--- config.mk ---
export PLATFORM = sky130hd
export DESIGN_NAME = pipeline_hazard_ctrl_flat
export DESIGN_NICKNAME = d
export VERILOG_FILES = /design/src/rtl/pipeline_hazard_ctrl_pkg.sv /design/src/rtl/pipeline_hazard_ctrl_if.sv /design/src/rtl/pipeline_hazard_ctrl_hazard_detect.sv /design/src/rtl/pipeline_hazard_ctrl.sv /design/src/flat_wrapper.sv
export SDC_FILE = /design/constraint.sdc
export NUM_CORES = 1
export LEC_CHECK = 0
export BUFFER_PORTS_ARGS = -buffer_cell sky130_fd_sc_hd__clkbuf_2
export CORE_MARGIN = 1.5
export CORE_UTILIZATION = 35
export CTS_BUF_LIST = sky130_fd_sc_hd__clkbuf_8
export DETAILED_ROUTE_END_ITERATION = 10
export PLACE_DENSITY = 0.8
export SLEW_MARGIN = 5
export SYNTH_ARGS = -nofsm -noshare
export SYNTH_HDL_FRONTEND = slang
export SYNTH_SLANG_ARGS = --single-unit
--- constraint.sdc ---
create_clock -name clk -period 2.3 [get_ports clk]
set_clock_uncertainty 0.15 [all_clocks]
set_input_delay 0.23 -clock clk [delete_from_list [all_inputs] [get_ports clk]]
set_output_delay 0.23 -clock clk [all_outputs]
set_load 0.03 [all_outputs]
--- src/rtl/pipeline_hazard_ctrl_pkg.sv ---
// Shared constants for the 16-bit RISC pipeline: opcodes, write-back modes
// and the hazard controller state encodings.
package pipeline_hazard_ctrl_pkg;

    localparam logic [5:0] OP_NOP = 6'h00;
    localparam logic [5:0] OP_ADD = 6'h01;
    localparam logic [5:0] OP_SUB = 6'h02;
    localparam logic [5:0] OP_MUL = 6'h03;
    localparam logic [5:0] OP_JMP = 6'h10;
    localparam logic [5:0] OP_JZ  = 6'h11;
    localparam logic [5:0] OP_JNZ = 6'h12;
    localparam logic [5:0] OP_JAL = 6'h13;

    localparam logic [2:0] WB_NOP  = 3'd0;
    localparam logic [2:0] WB_REG  = 3'd1;
    localparam logic [2:0] WB_REGH = 3'd2;
    localparam logic [2:0] WB_REGL = 3'd3;
    localparam logic [2:0] WB_MEMW = 3'd4;
    localparam logic [2:0] WB_MEMR = 3'd5;
    localparam logic [2:0] WB_MUL  = 3'd6;

    localparam logic [1:0] CTRL_RUN      = 2'd0;
    localparam logic [1:0] CTRL_MUL_WAIT = 2'd1;
    localparam logic [1:0] CTRL_FLUSH    = 2'd2;

endpackage

--- src/rtl/pipeline_hazard_ctrl_if.sv ---
// Decode/execute/memory sideband into the hazard controller and its stall,
// bubble and redirect controls back to the pipeline stages.
interface pipeline_hazard_ctrl_if #(parameter int REG_AW = 4);
    logic              id_valid;
    logic [5:0]        id_opcode;
    logic [REG_AW-1:0] id_src1;
    logic              id_src1_used;
    logic [REG_AW-1:0] id_src2;
    logic              id_src2_used;
    logic [REG_AW-1:0] ex_dst;
    logic              ex_dst_we;
    logic [REG_AW-1:0] mem_dst;
    logic              mem_dst_we;
    logic              ex_jump_ctl;
    logic [15:0]       ex_jump_pc;
    logic              stall_if;
    logic              stall_id;
    logic              bubble_ex;
    logic              pc_load;
    logic [15:0]       pc_target;
    logic              mul_busy;

    // No handshake: every field is a level, the controls are combinational
    // from the current inputs and act on the next clock edge.
    modport master (
        output id_valid, id_opcode, id_src1, id_src1_used, id_src2, id_src2_used,
        output ex_dst, ex_dst_we, mem_dst, mem_dst_we, ex_jump_ctl, ex_jump_pc,
        input  stall_if, stall_id, bubble_ex, pc_load, pc_target, mul_busy
    );

    modport slave (
        input  id_valid, id_opcode, id_src1, id_src1_used, id_src2, id_src2_used,
        input  ex_dst, ex_dst_we, mem_dst, mem_dst_we, ex_jump_ctl, ex_jump_pc,
        output stall_if, stall_id, bubble_ex, pc_load, pc_target, mul_busy
    );
endinterface

--- src/rtl/pipeline_hazard_ctrl_hazard_detect.sv ---
// Combinational RAW comparator between decode sources and the in-flight
// execute/memory destinations.
module hazard_detect #(
    parameter int REG_AW = 4
) (
    input  logic              id_valid,
    input  logic [REG_AW-1:0] id_src1,
    input  logic              id_src1_used,
    input  logic [REG_AW-1:0] id_src2,
    input  logic              id_src2_used,
    input  logic [REG_AW-1:0] ex_dst,
    input  logic              ex_dst_we,
    input  logic [REG_AW-1:0] mem_dst,
    input  logic              mem_dst_we,
    output logic              raw
);
    logic src1_hit;
    logic src2_hit;

    assign src1_hit = id_src1_used &
                      ((ex_dst_we & (id_src1 == ex_dst)) | (mem_dst_we & (id_src1 == mem_dst)));
    assign src2_hit = id_src2_used &
                      ((ex_dst_we & (id_src2 == ex_dst)) | (mem_dst_we & (id_src2 == mem_dst)));
    assign raw = id_valid & (src1_hit | src2_hit);
endmodule

--- src/rtl/pipeline_hazard_ctrl.sv ---
// Pipeline sequencer: RAW stalls, multi-cycle MUL hold and jump redirect/flush.
// All controls are Mealy outputs of the RUN/MUL_WAIT/FLUSH state machine.
module pipeline_hazard_ctrl
    import pipeline_hazard_ctrl_pkg::*;
#(
    parameter int MUL_LATENCY = 4,
    parameter int FLUSH_DEPTH = 2,
    parameter int REG_AW      = 4
) (
    input  logic                  clk,
    input  logic                  rst,
    pipeline_hazard_ctrl_if.slave bus,
    output logic [1:0]            dbg_state
);
    localparam int CNT_MAX = (MUL_LATENCY > FLUSH_DEPTH) ? MUL_LATENCY : FLUSH_DEPTH;
    localparam int CNT_W   = (CNT_MAX > 1) ? $clog2(CNT_MAX) : 1;
    localparam logic [CNT_W-1:0] FLUSH_LOAD = CNT_W'(FLUSH_DEPTH - 1);
    localparam logic [CNT_W-1:0] MUL_LOAD   = CNT_W'((MUL_LATENCY > 1) ? MUL_LATENCY - 2 : 0);

    logic [1:0]       state, next_state;
    logic [CNT_W-1:0] cnt, next_cnt;
    logic             raw, jump_now, mul_go;
    logic             stall, bubble, load, busy;

    hazard_detect #(.REG_AW(REG_AW)) u_hazard (
        .id_valid     (bus.id_valid),
        .id_src1      (bus.id_src1),
        .id_src1_used (bus.id_src1_used),
        .id_src2      (bus.id_src2),
        .id_src2_used (bus.id_src2_used),
        .ex_dst       (bus.ex_dst),
        .ex_dst_we    (bus.ex_dst_we),
        .mem_dst      (bus.mem_dst),
        .mem_dst_we   (bus.mem_dst_we),
        .raw          (raw)
    );

    // A jump seen while flushing belongs to an already-squashed instruction.
    assign jump_now = bus.ex_jump_ctl & (state != CTRL_FLUSH);
    assign mul_go   = bus.id_valid & (bus.id_opcode == OP_MUL) & ~raw;

    always_comb begin
        next_state = state;
        next_cnt   = cnt;
        stall      = 1'b0;
        bubble     = 1'b0;
        load       = 1'b0;
        busy       = 1'b0;
        if (jump_now) begin
            load       = 1'b1;
            bubble     = 1'b1;
            next_cnt   = FLUSH_LOAD;
            next_state = (FLUSH_DEPTH > 1) ? CTRL_FLUSH : CTRL_RUN;
        end else begin
            case (state)
                CTRL_RUN: begin
                    if (mul_go) begin
                        busy = 1'b1;
                        if (MUL_LATENCY > 1) begin
                            next_cnt   = MUL_LOAD;
                            next_state = CTRL_MUL_WAIT;
                        end
                    end else if (raw) begin
                        stall  = 1'b1;
                        bubble = 1'b1;
                    end
                end
                CTRL_MUL_WAIT: begin
                    stall = 1'b1;
                    busy  = 1'b1;
                    if (cnt == '0) begin
                        next_state = CTRL_RUN;
                    end else begin
                        next_cnt = cnt - 1'b1;
                    end
                end
                CTRL_FLUSH: begin
                    // The jump cycle itself is the first bubble, so FLUSH spans
                    // FLUSH_DEPTH-1 cycles and leaves as cnt runs down to zero.
                    bubble = 1'b1;
                    if (cnt <= CNT_W'(1)) begin
                        next_state = CTRL_RUN;
                        next_cnt   = '0;
                    end else begin
                        next_cnt = cnt - 1'b1;
                    end
                end
                default: begin
                    next_state = CTRL_RUN;
                    next_cnt   = '0;
                end
            endcase
        end
    end

    always_ff @(posedge clk) begin
        if (rst) begin
            state <= CTRL_RUN;
            cnt   <= '0;
        end else begin
            state <= next_state;
            cnt   <= next_cnt;
        end
    end

    assign bus.stall_if  = stall & ~rst;
    assign bus.stall_id  = stall & ~rst;
    assign bus.bubble_ex = bubble & ~rst;
    assign bus.pc_load   = load & ~rst;
    assign bus.mul_busy  = busy & ~rst;
    assign bus.pc_target = (load & ~rst) ? bus.ex_jump_pc : 16'h0000;
    assign dbg_state     = state;
endmodule

--- src/flat_wrapper.sv ---
// flat-port wrapper written by rule: the top's interface ports become plain ports
module pipeline_hazard_ctrl_flat import pipeline_hazard_ctrl_pkg::*;
#(
    parameter int MUL_LATENCY = 4,
    parameter int FLUSH_DEPTH = 2,
    parameter int REG_AW      = 4
)
  (clk, rst, dbg_state, bus_id_valid, bus_id_opcode, bus_id_src1, bus_id_src1_used, bus_id_src2, bus_id_src2_used, bus_ex_dst, bus_ex_dst_we, bus_mem_dst, bus_mem_dst_we, bus_ex_jump_ctl, bus_ex_jump_pc, bus_stall_if, bus_stall_id, bus_bubble_ex, bus_pc_load, bus_pc_target, bus_mul_busy);
  pipeline_hazard_ctrl_if #(.REG_AW(REG_AW)) bus_i ();
  input  logic clk;
  input  logic rst;
  output logic [1:0] dbg_state;
  input wire logic [$bits(bus_i.id_valid)-1:0] bus_id_valid;
  input wire logic [$bits(bus_i.id_opcode)-1:0] bus_id_opcode;
  input wire logic [$bits(bus_i.id_src1)-1:0] bus_id_src1;
  input wire logic [$bits(bus_i.id_src1_used)-1:0] bus_id_src1_used;
  input wire logic [$bits(bus_i.id_src2)-1:0] bus_id_src2;
  input wire logic [$bits(bus_i.id_src2_used)-1:0] bus_id_src2_used;
  input wire logic [$bits(bus_i.ex_dst)-1:0] bus_ex_dst;
  input wire logic [$bits(bus_i.ex_dst_we)-1:0] bus_ex_dst_we;
  input wire logic [$bits(bus_i.mem_dst)-1:0] bus_mem_dst;
  input wire logic [$bits(bus_i.mem_dst_we)-1:0] bus_mem_dst_we;
  input wire logic [$bits(bus_i.ex_jump_ctl)-1:0] bus_ex_jump_ctl;
  input wire logic [$bits(bus_i.ex_jump_pc)-1:0] bus_ex_jump_pc;
  output wire logic [$bits(bus_i.stall_if)-1:0] bus_stall_if;
  output wire logic [$bits(bus_i.stall_id)-1:0] bus_stall_id;
  output wire logic [$bits(bus_i.bubble_ex)-1:0] bus_bubble_ex;
  output wire logic [$bits(bus_i.pc_load)-1:0] bus_pc_load;
  output wire logic [$bits(bus_i.pc_target)-1:0] bus_pc_target;
  output wire logic [$bits(bus_i.mul_busy)-1:0] bus_mul_busy;
  assign bus_i.id_valid = bus_id_valid;
  assign bus_i.id_opcode = bus_id_opcode;
  assign bus_i.id_src1 = bus_id_src1;
  assign bus_i.id_src1_used = bus_id_src1_used;
  assign bus_i.id_src2 = bus_id_src2;
  assign bus_i.id_src2_used = bus_id_src2_used;
  assign bus_i.ex_dst = bus_ex_dst;
  assign bus_i.ex_dst_we = bus_ex_dst_we;
  assign bus_i.mem_dst = bus_mem_dst;
  assign bus_i.mem_dst_we = bus_mem_dst_we;
  assign bus_i.ex_jump_ctl = bus_ex_jump_ctl;
  assign bus_i.ex_jump_pc = bus_ex_jump_pc;
  assign bus_stall_if = bus_i.stall_if;
  assign bus_stall_id = bus_i.stall_id;
  assign bus_bubble_ex = bus_i.bubble_ex;
  assign bus_pc_load = bus_i.pc_load;
  assign bus_pc_target = bus_i.pc_target;
  assign bus_mul_busy = bus_i.mul_busy;
  pipeline_hazard_ctrl #(.MUL_LATENCY(MUL_LATENCY), .FLUSH_DEPTH(FLUSH_DEPTH), .REG_AW(REG_AW)) u_core (.clk(clk), .rst(rst), .bus(bus_i), .dbg_state(dbg_state));
endmodule
# == Word-level counts from Yosys, hierarchy flattened ==
# Index checks and enable logic that the tools add are counted.
# word_totals
regBits,4
in_bits,46
output_inout_bits,23
word_cells,69
# op_classes
n_addsub,1
order_cmp,1
n_eq_ne,16
muxes,21
n_bitwise,19
reduce_logical,7
# op_table
cell,count
equality test 4 bit,4
two-way mux 16 bit,1
bitwise AND 1 bit,14
two-way mux 2 bit,7
one-hot mux 2 bit (3 select lines),2
!= test 3 x 1 -> 1 bit (second input constant),3
two-way mux 1 bit,8
equality test 6 x 2 -> 1 bit (second input constant),1
!= test 2 x 1 -> 1 bit (second input constant),3
one-hot mux 1 bit (2 select lines),3
AND reduction 3 bit,2
zero test 2 bit,2
!= test 2 bit (second input constant),2
AND reduction 2 bit,2
!= test 3 x 2 -> 1 bit (second input constant),1
bitwise OR 1 bit,3
equality test 2 x 1 -> 1 bit (second input constant),1
equality test 2 bit (second input constant),1
<= comparator 2 x 1 -> 1 bit (second input constant),1
inverter 1 bit,2
OR reduction 2 bit,1
subtractor 2 x 1 -> 2 bit (second input constant),1

# == Longest topological paths before layout ==
# depth
word_depth,12
depth_mapped,7
ltp_nobuf,7

# == By module ==
# Synthesis repeated with hierarchy kept, for this count alone.
# unflattened
cells_unflattened,89
area_unflattened_um2,669.4
# by_module_without_submodules
module,n_inst,cells_each,area_per_inst_um2
pipeline_hazard_ctrl,1,62,473.0
hazard_detect,1,27,196.4

# == Worst setup path before layout ==
# OpenSTA, ideal clock, no wires.
# synth_timing
kind,register to output
start,"reg u_core.state[0], in the netlist u_core.dbg_state[0]"
end,out bus_pc_target[10]
arrival_ps,1956
path_slack_ps,-36
stages_incl_launch_ff,7
cell_sequence,dfxtp_1 > buf_4 > nand2b_1 > nand2_1 > nor2_1 > clkbuf_1 > and2_1
# synth_between
elab_chain_cells,5
# synth_lines
element,line_no,text
start: declaration,pipeline_hazard_ctrl.sv:20,"logic [1:0] state, next_state;"
start signal: assignment,pipeline_hazard_ctrl.sv:101,state <= next_state;
!= test 2 bit,pipeline_hazard_ctrl.sv:39,assign jump_now = bus.ex_jump_ctl & (state != CTRL_FLUSH);
bitwise AND 1 bit,pipeline_hazard_ctrl.sv:39,
two-way mux 1 bit,pipeline_hazard_ctrl.sv:49,if (jump_now) begin
bitwise AND 1 bit,n/a,
net bus_pc_load,flat_wrapper.sv:28,output wire logic [$bits(bus_i.pc_load)-1:0] bus_pc_load;
two-way mux 16 bit,pipeline_hazard_ctrl.sv:111,assign bus.pc_target = (load & ~rst) ? bus.ex_jump_pc : 16'h0000;
end: declaration,flat_wrapper.sv:29,output wire logic [$bits(bus_i.pc_target)-1:0] bus_pc_target;
# The timed path passes the listed nets, and every way through them passes these cells.

# == Worst setup path after layout ==
# layout_timing
start,in bus_id_src2[0]
end,out bus_mul_busy
# layout_between
elab_chain_cells,12
elab_cells_between_ends,14
cone_classes,2 x eq/ne; 3 x mux; 9 x bitwise
# layout_lines
element,line_no,text
start: declaration,flat_wrapper.sv:17,input wire logic [$bits(bus_i.id_src2)-1:0] bus_id_src2;
equality test 4 bit,pipeline_hazard_ctrl_hazard_detect.sv:23,((ex_dst_we & (id_src2 == ex_dst)) | (mem_dst_we & (id_src2 == mem_dst)));
bitwise AND 1 bit,pipeline_hazard_ctrl_hazard_detect.sv:23,
bitwise OR 1 bit *,pipeline_hazard_ctrl_hazard_detect.sv:23,
bitwise AND 1 bit *,pipeline_hazard_ctrl_hazard_detect.sv:22,assign src2_hit = id_src2_used &
bitwise OR 1 bit *,pipeline_hazard_ctrl_hazard_detect.sv:24,assign raw = id_valid & (src1_hit | src2_hit);
bitwise AND 1 bit *,pipeline_hazard_ctrl_hazard_detect.sv:24,
inverter 1 bit *,pipeline_hazard_ctrl.sv:40,assign mul_go = bus.id_valid & (bus.id_opcode == OP_MUL) & ~raw;
bitwise AND 1 bit *,pipeline_hazard_ctrl.sv:40,
two-way mux 1 bit *,pipeline_hazard_ctrl.sv:57,if (mul_go) begin
one-hot mux 1 bit (2 select lines) *,pipeline_hazard_ctrl.sv:55,case (state)
two-way mux 1 bit *,pipeline_hazard_ctrl.sv:49,
bitwise AND 1 bit *,pipeline_hazard_ctrl.sv:110,assign bus.mul_busy = busy & ~rst;
end: declaration,flat_wrapper.sv:30,output wire logic [$bits(bus_i.mul_busy)-1:0] bus_mul_busy;
# Mark *: on every way between the ends. The rest lies on a longest branch, timed or not.

==> results.txt <==
----------------------------------------------------
[Place]
  Routability congestion estimate from global placement ... around 0.8
  Post-detail-place hpwl ... between 1.5 and 2 mm
  Worst slack at placement ... roughly 0.2 ns
  Count of port buffers added during placement ... ~70

[Run status]
  Run status ... complete, no violations

[Clock tree]
  Clock insertion delay at the later pin of the skew report ... about 0.21 ns
  Max clock buf depth ... 2
  Total of cells resized after clock tree synthesis ... 0
  Buffers inserted by post-CTS timing repair ... 0
  Cell at the root of the clock tree ... clkbuf_8
  Cts-stage hold buffer count ... 0
  H-tree levels ... 1
  CTS buffer count ... 3
  Clock-pin slew on the worst setup and hold paths ... approximately 0.03 ns
  Sink count of the clock tree ... 4
  TritonCTS clock tree ... yes

[GRT]
  GR Overflow Total ... 0
  Antenna violations before repair ... 0
  Pin count of the biggest net entering global routing ... 18
  Wire length of the first global-routing pass ... around 2.8 mm
  All-Layer GR Usage ... 0.177
  Via count of the first global-routing pass ... between 700 and 800

[STA]
  Minimum setup slack in the final design ... between 0.2 and 0.25 ns
  Total Neg Setup Slack ... 0 ns
  Final Setup Violations ... 0
  Remaining max-slew budget at the tightest pin ... 0.729
  Max Slew Vio Count ... 0
  Max Fclk ... between 400 and 500 MHz
  Period minus WS final ... about 2.1 ns
  Fraction of the cycle the final worst path needs ... 0.907
  Worst-Margin Slew ... 0.403 ns
  Final Hold Violating Endpoints ... 0
  Unrepaired setup endpoints after global routing ... no

[Pwr]
  Worst IR drop on VDD ... slightly below 300 µV
  Total leakage power ... approximately 0.57 nW
  Switching part of the total power ... 0.333
  Sequential fraction of design power ... 0.207
  Net Switching ... 128 µW
  PwrDens ... 359 mW/mm²
  Clock group share of total power ... 0.376
  PnR Total Power ... about 380 µW
  Internal power ... roughly 260 µW
  Part of the total power dissipated in combinational logic ... 0.417

[Drt]
  Number of detailed-route iterations in the first pass ... 4
  Detailed-route via count ... approximately 900
  Detailed router's first-iteration violation count ... 20
  Detailed-route wire length per cell ... a little over 10 µm
  Residual DRC ... 0
  Count of antenna-violating nets left after detailed routing ... 0
  Overall routed net length ... between 1.5 and 2 mm
  Vias per std cell ... 4.85

[Layout]
  Fraction of final layout cells with drive strength greater than 1 ... 0.490
  Area added between synthesis and finish ... 59.9%
  Number of nets in the final layout ... 209
  Fillers ... 174
  Antenna diodes ... 0

[Yosys]
  Most instantiated cells after synthesis ... and2_1 (16), xor2_1 (12), nand3_1 (5), nor4_1 (5)
  Synth top area cells ... xor2_1 (16%), and2_1 (15%), dfxtp_1 (12%)
  Syn Std Cell Area ... between 600 and 700 µm²
  Mean Syn Cell Area ... around 7.6 µm²
  Post-synthesis cell count ... between 80 and 90
  Synthesized flop and latch total ... 4
  Cell with the most instances after synthesis ... and2_1
  Nets in the synthesized netlist ... 138
  Library cell occupying the most area in the post-synthesis netlist ... xor2_1
  Synthesis warning total ... 0
  Area share of the largest cell type after synthesis ... 0.157
  Flip-flop cell with the highest count after synthesis ... dfxtp_1
  Number of distinct library cell variants in the gate-level netlist after synthesis ... 28
  Ys async rst share ... 0
  Part of the Yosys area used for sequential elements ... 0.119
  Number of synthesized flops with an enable pin ... 0

[Critical path]
  Arrival time reported for the critical path endpoint ... approximately 1.7 ns
  Critical Path Sink Type ... output port
  Crit start category ... input pin
  Highest fanout seen on the critical path ... 6
  Last element of the critical path ... bus_mul_busy
  Cell with the biggest individual delay on the critical path ... o41a_1
  Crit path buffers/inverters ... 2
  Cell-by-cell listing of the critical path ... clkbuf_2 > xnor2_1 > nand3_1 > nor4_1 > o41a_1 > nor4_1 > o21a_1 > clkbuf_2
  Depth of the worst register-to-register path ... 6
  WP data required ... approximately 1.9 ns
  Worst path max stage delay ... about 0.5 ns
  Top Family by Delay on Critical Path ... compound AO/OA/AOI/OAI gates
  Worst setup path startpoint ... bus_id_src2[0]
  Stages on the worst setup path ... 8
  Worst reg2reg path startpoint ... u_core.cnt[1]
  Worst reg-to-reg setup slack ... 0.36 ns
  Critical register-to-register path endpoint ... u_core.cnt[1]
  Worst Path Class, Setup ... input pin to output port

[Die]
  Number of placement rows ... 15
  Total core area ... between 0.0015 and 0.002 mm²
  Effective utilization at floorplan ... 0.380
  Die area ... between 0.002 and 0.0025 mm²
  Die Span Y ... about 47 µm
  Number of top-level design ports ... 69
  Die Width ... around 47 µm

[Run]
  Max-cap viol count ... 0

[Min path]
  Worst min-delay path class ... input pin to flop

----------------------------------------------------
==> metrics by stage <==
step / instances / hold slack, ns / area [µm²] / util
after floorplan: 88 / 0.149 / 672 / -
after global placement: 179 / 0.335 / 1030 / 0.584
after detailed placement: 179 / 0.342 / 1030 / 0.584
after CTS: 182 / 0.120 / 1070 / 0.608
after global routing: 182 / 0.133 / 1070 / 0.608
final: 182 / 0.122 / 1070 / 0.608
==> kinds of logic (layout without fill, tap and decap cells) <==
kind of cell | count (synthesis) | after routing | share of synthesized area
AND/OR/NAND/NOR | 41 | 41 | 0.381
flip-flops | 4 | 4 | 0.119
adder cells (fa/ha/maj) | 4 | 4 | 0.0746
AO/OA/AOI/OAI | 16 | 16 | 0.166
buffers and inverters | 7 | 76 | 0.0504
XOR/XNOR | 16 | 16 | 0.209
==> layer usage <==
| layer | GRT usage | share of wire | up-vias |
|---|---|---|---|
| li1 | - | - | 446 |
| met1 | 0.198 | 0.38 | 369 |
| met2 | 0.307 | 0.49 | 65 |
| met3 | 0.0346 | 0.12 | 2 |
| met4 | 0.111 | 0.0093 | 0 |
| met5 | 0 | 0 | - |
==> cell type report <==
type	instances	area, µm²	area share
well taps	25	31.3	0.0292
repair buffers	69	348	0.324
flip-flops and latches	4	80.1	0.0747
clock buffers	3	41.3	0.0385
multi-input cells	77	557	0.519
inverters	4	15.0	0.0140
==> flip-flops by register name (all words and copies together), names as in the netlist <==
signal / flops
u_core.cnt: 2
u_core.dbg_state: 2
==> worst reg2reg max path, delay by kind of cell (launching register included) <==
family	cells	cell delay, ns
buf+inv	1	0.12
compound gates	2	0.48
flops	1	0.32
simple gates	2	0.65
fa+ha+maj	1	0.15
==> worst min-delay path by stage <==
stage,start,depth (start not counted),to,slack (ns)
global placement,rst,2,u_core.dbg_state[1],0.33
finish,rst,2,u_core.dbg_state[1],0.12
global route,rst,2,u_core.cnt[0],0.13
detailed placement,rst,2,u_core.dbg_state[1],0.34
floorplan,rst,1,u_core.dbg_state[1],0.15
CTS,rst,2,u_core.dbg_state[1],0.12
==> cell usage in the layout (no fill, tap or decap), types with 2 or more instances in the layout <==
master	n
o21a_1	2
nand3_1	5
inv_1	4
clkbuf_2	68
a21oi_1	4
xor2_1	12
and2_1	16
nor2_1	4
xnor2_1	4
clkbuf_8	3
ha_1	4
nor4_1	5
nand2_1	4
o21ai_0	4
dfxtp_1	4
==> power by group through the flow <==
stage,clock [mW],combinational [mW],sequential [mW]
3_5_place_dp,0,0.161,0.0801
5_1_grt,0.159,0.177,0.0796
6_report,0.145,0.160,0.0795
3_3_place_gp,0,0.158,0.0799
4_1_cts,0.147,0.162,0.0793
2_1_floorplan,0,0.0872,0.0810
No activity file was read; power rests on OpenSTA's default activity.
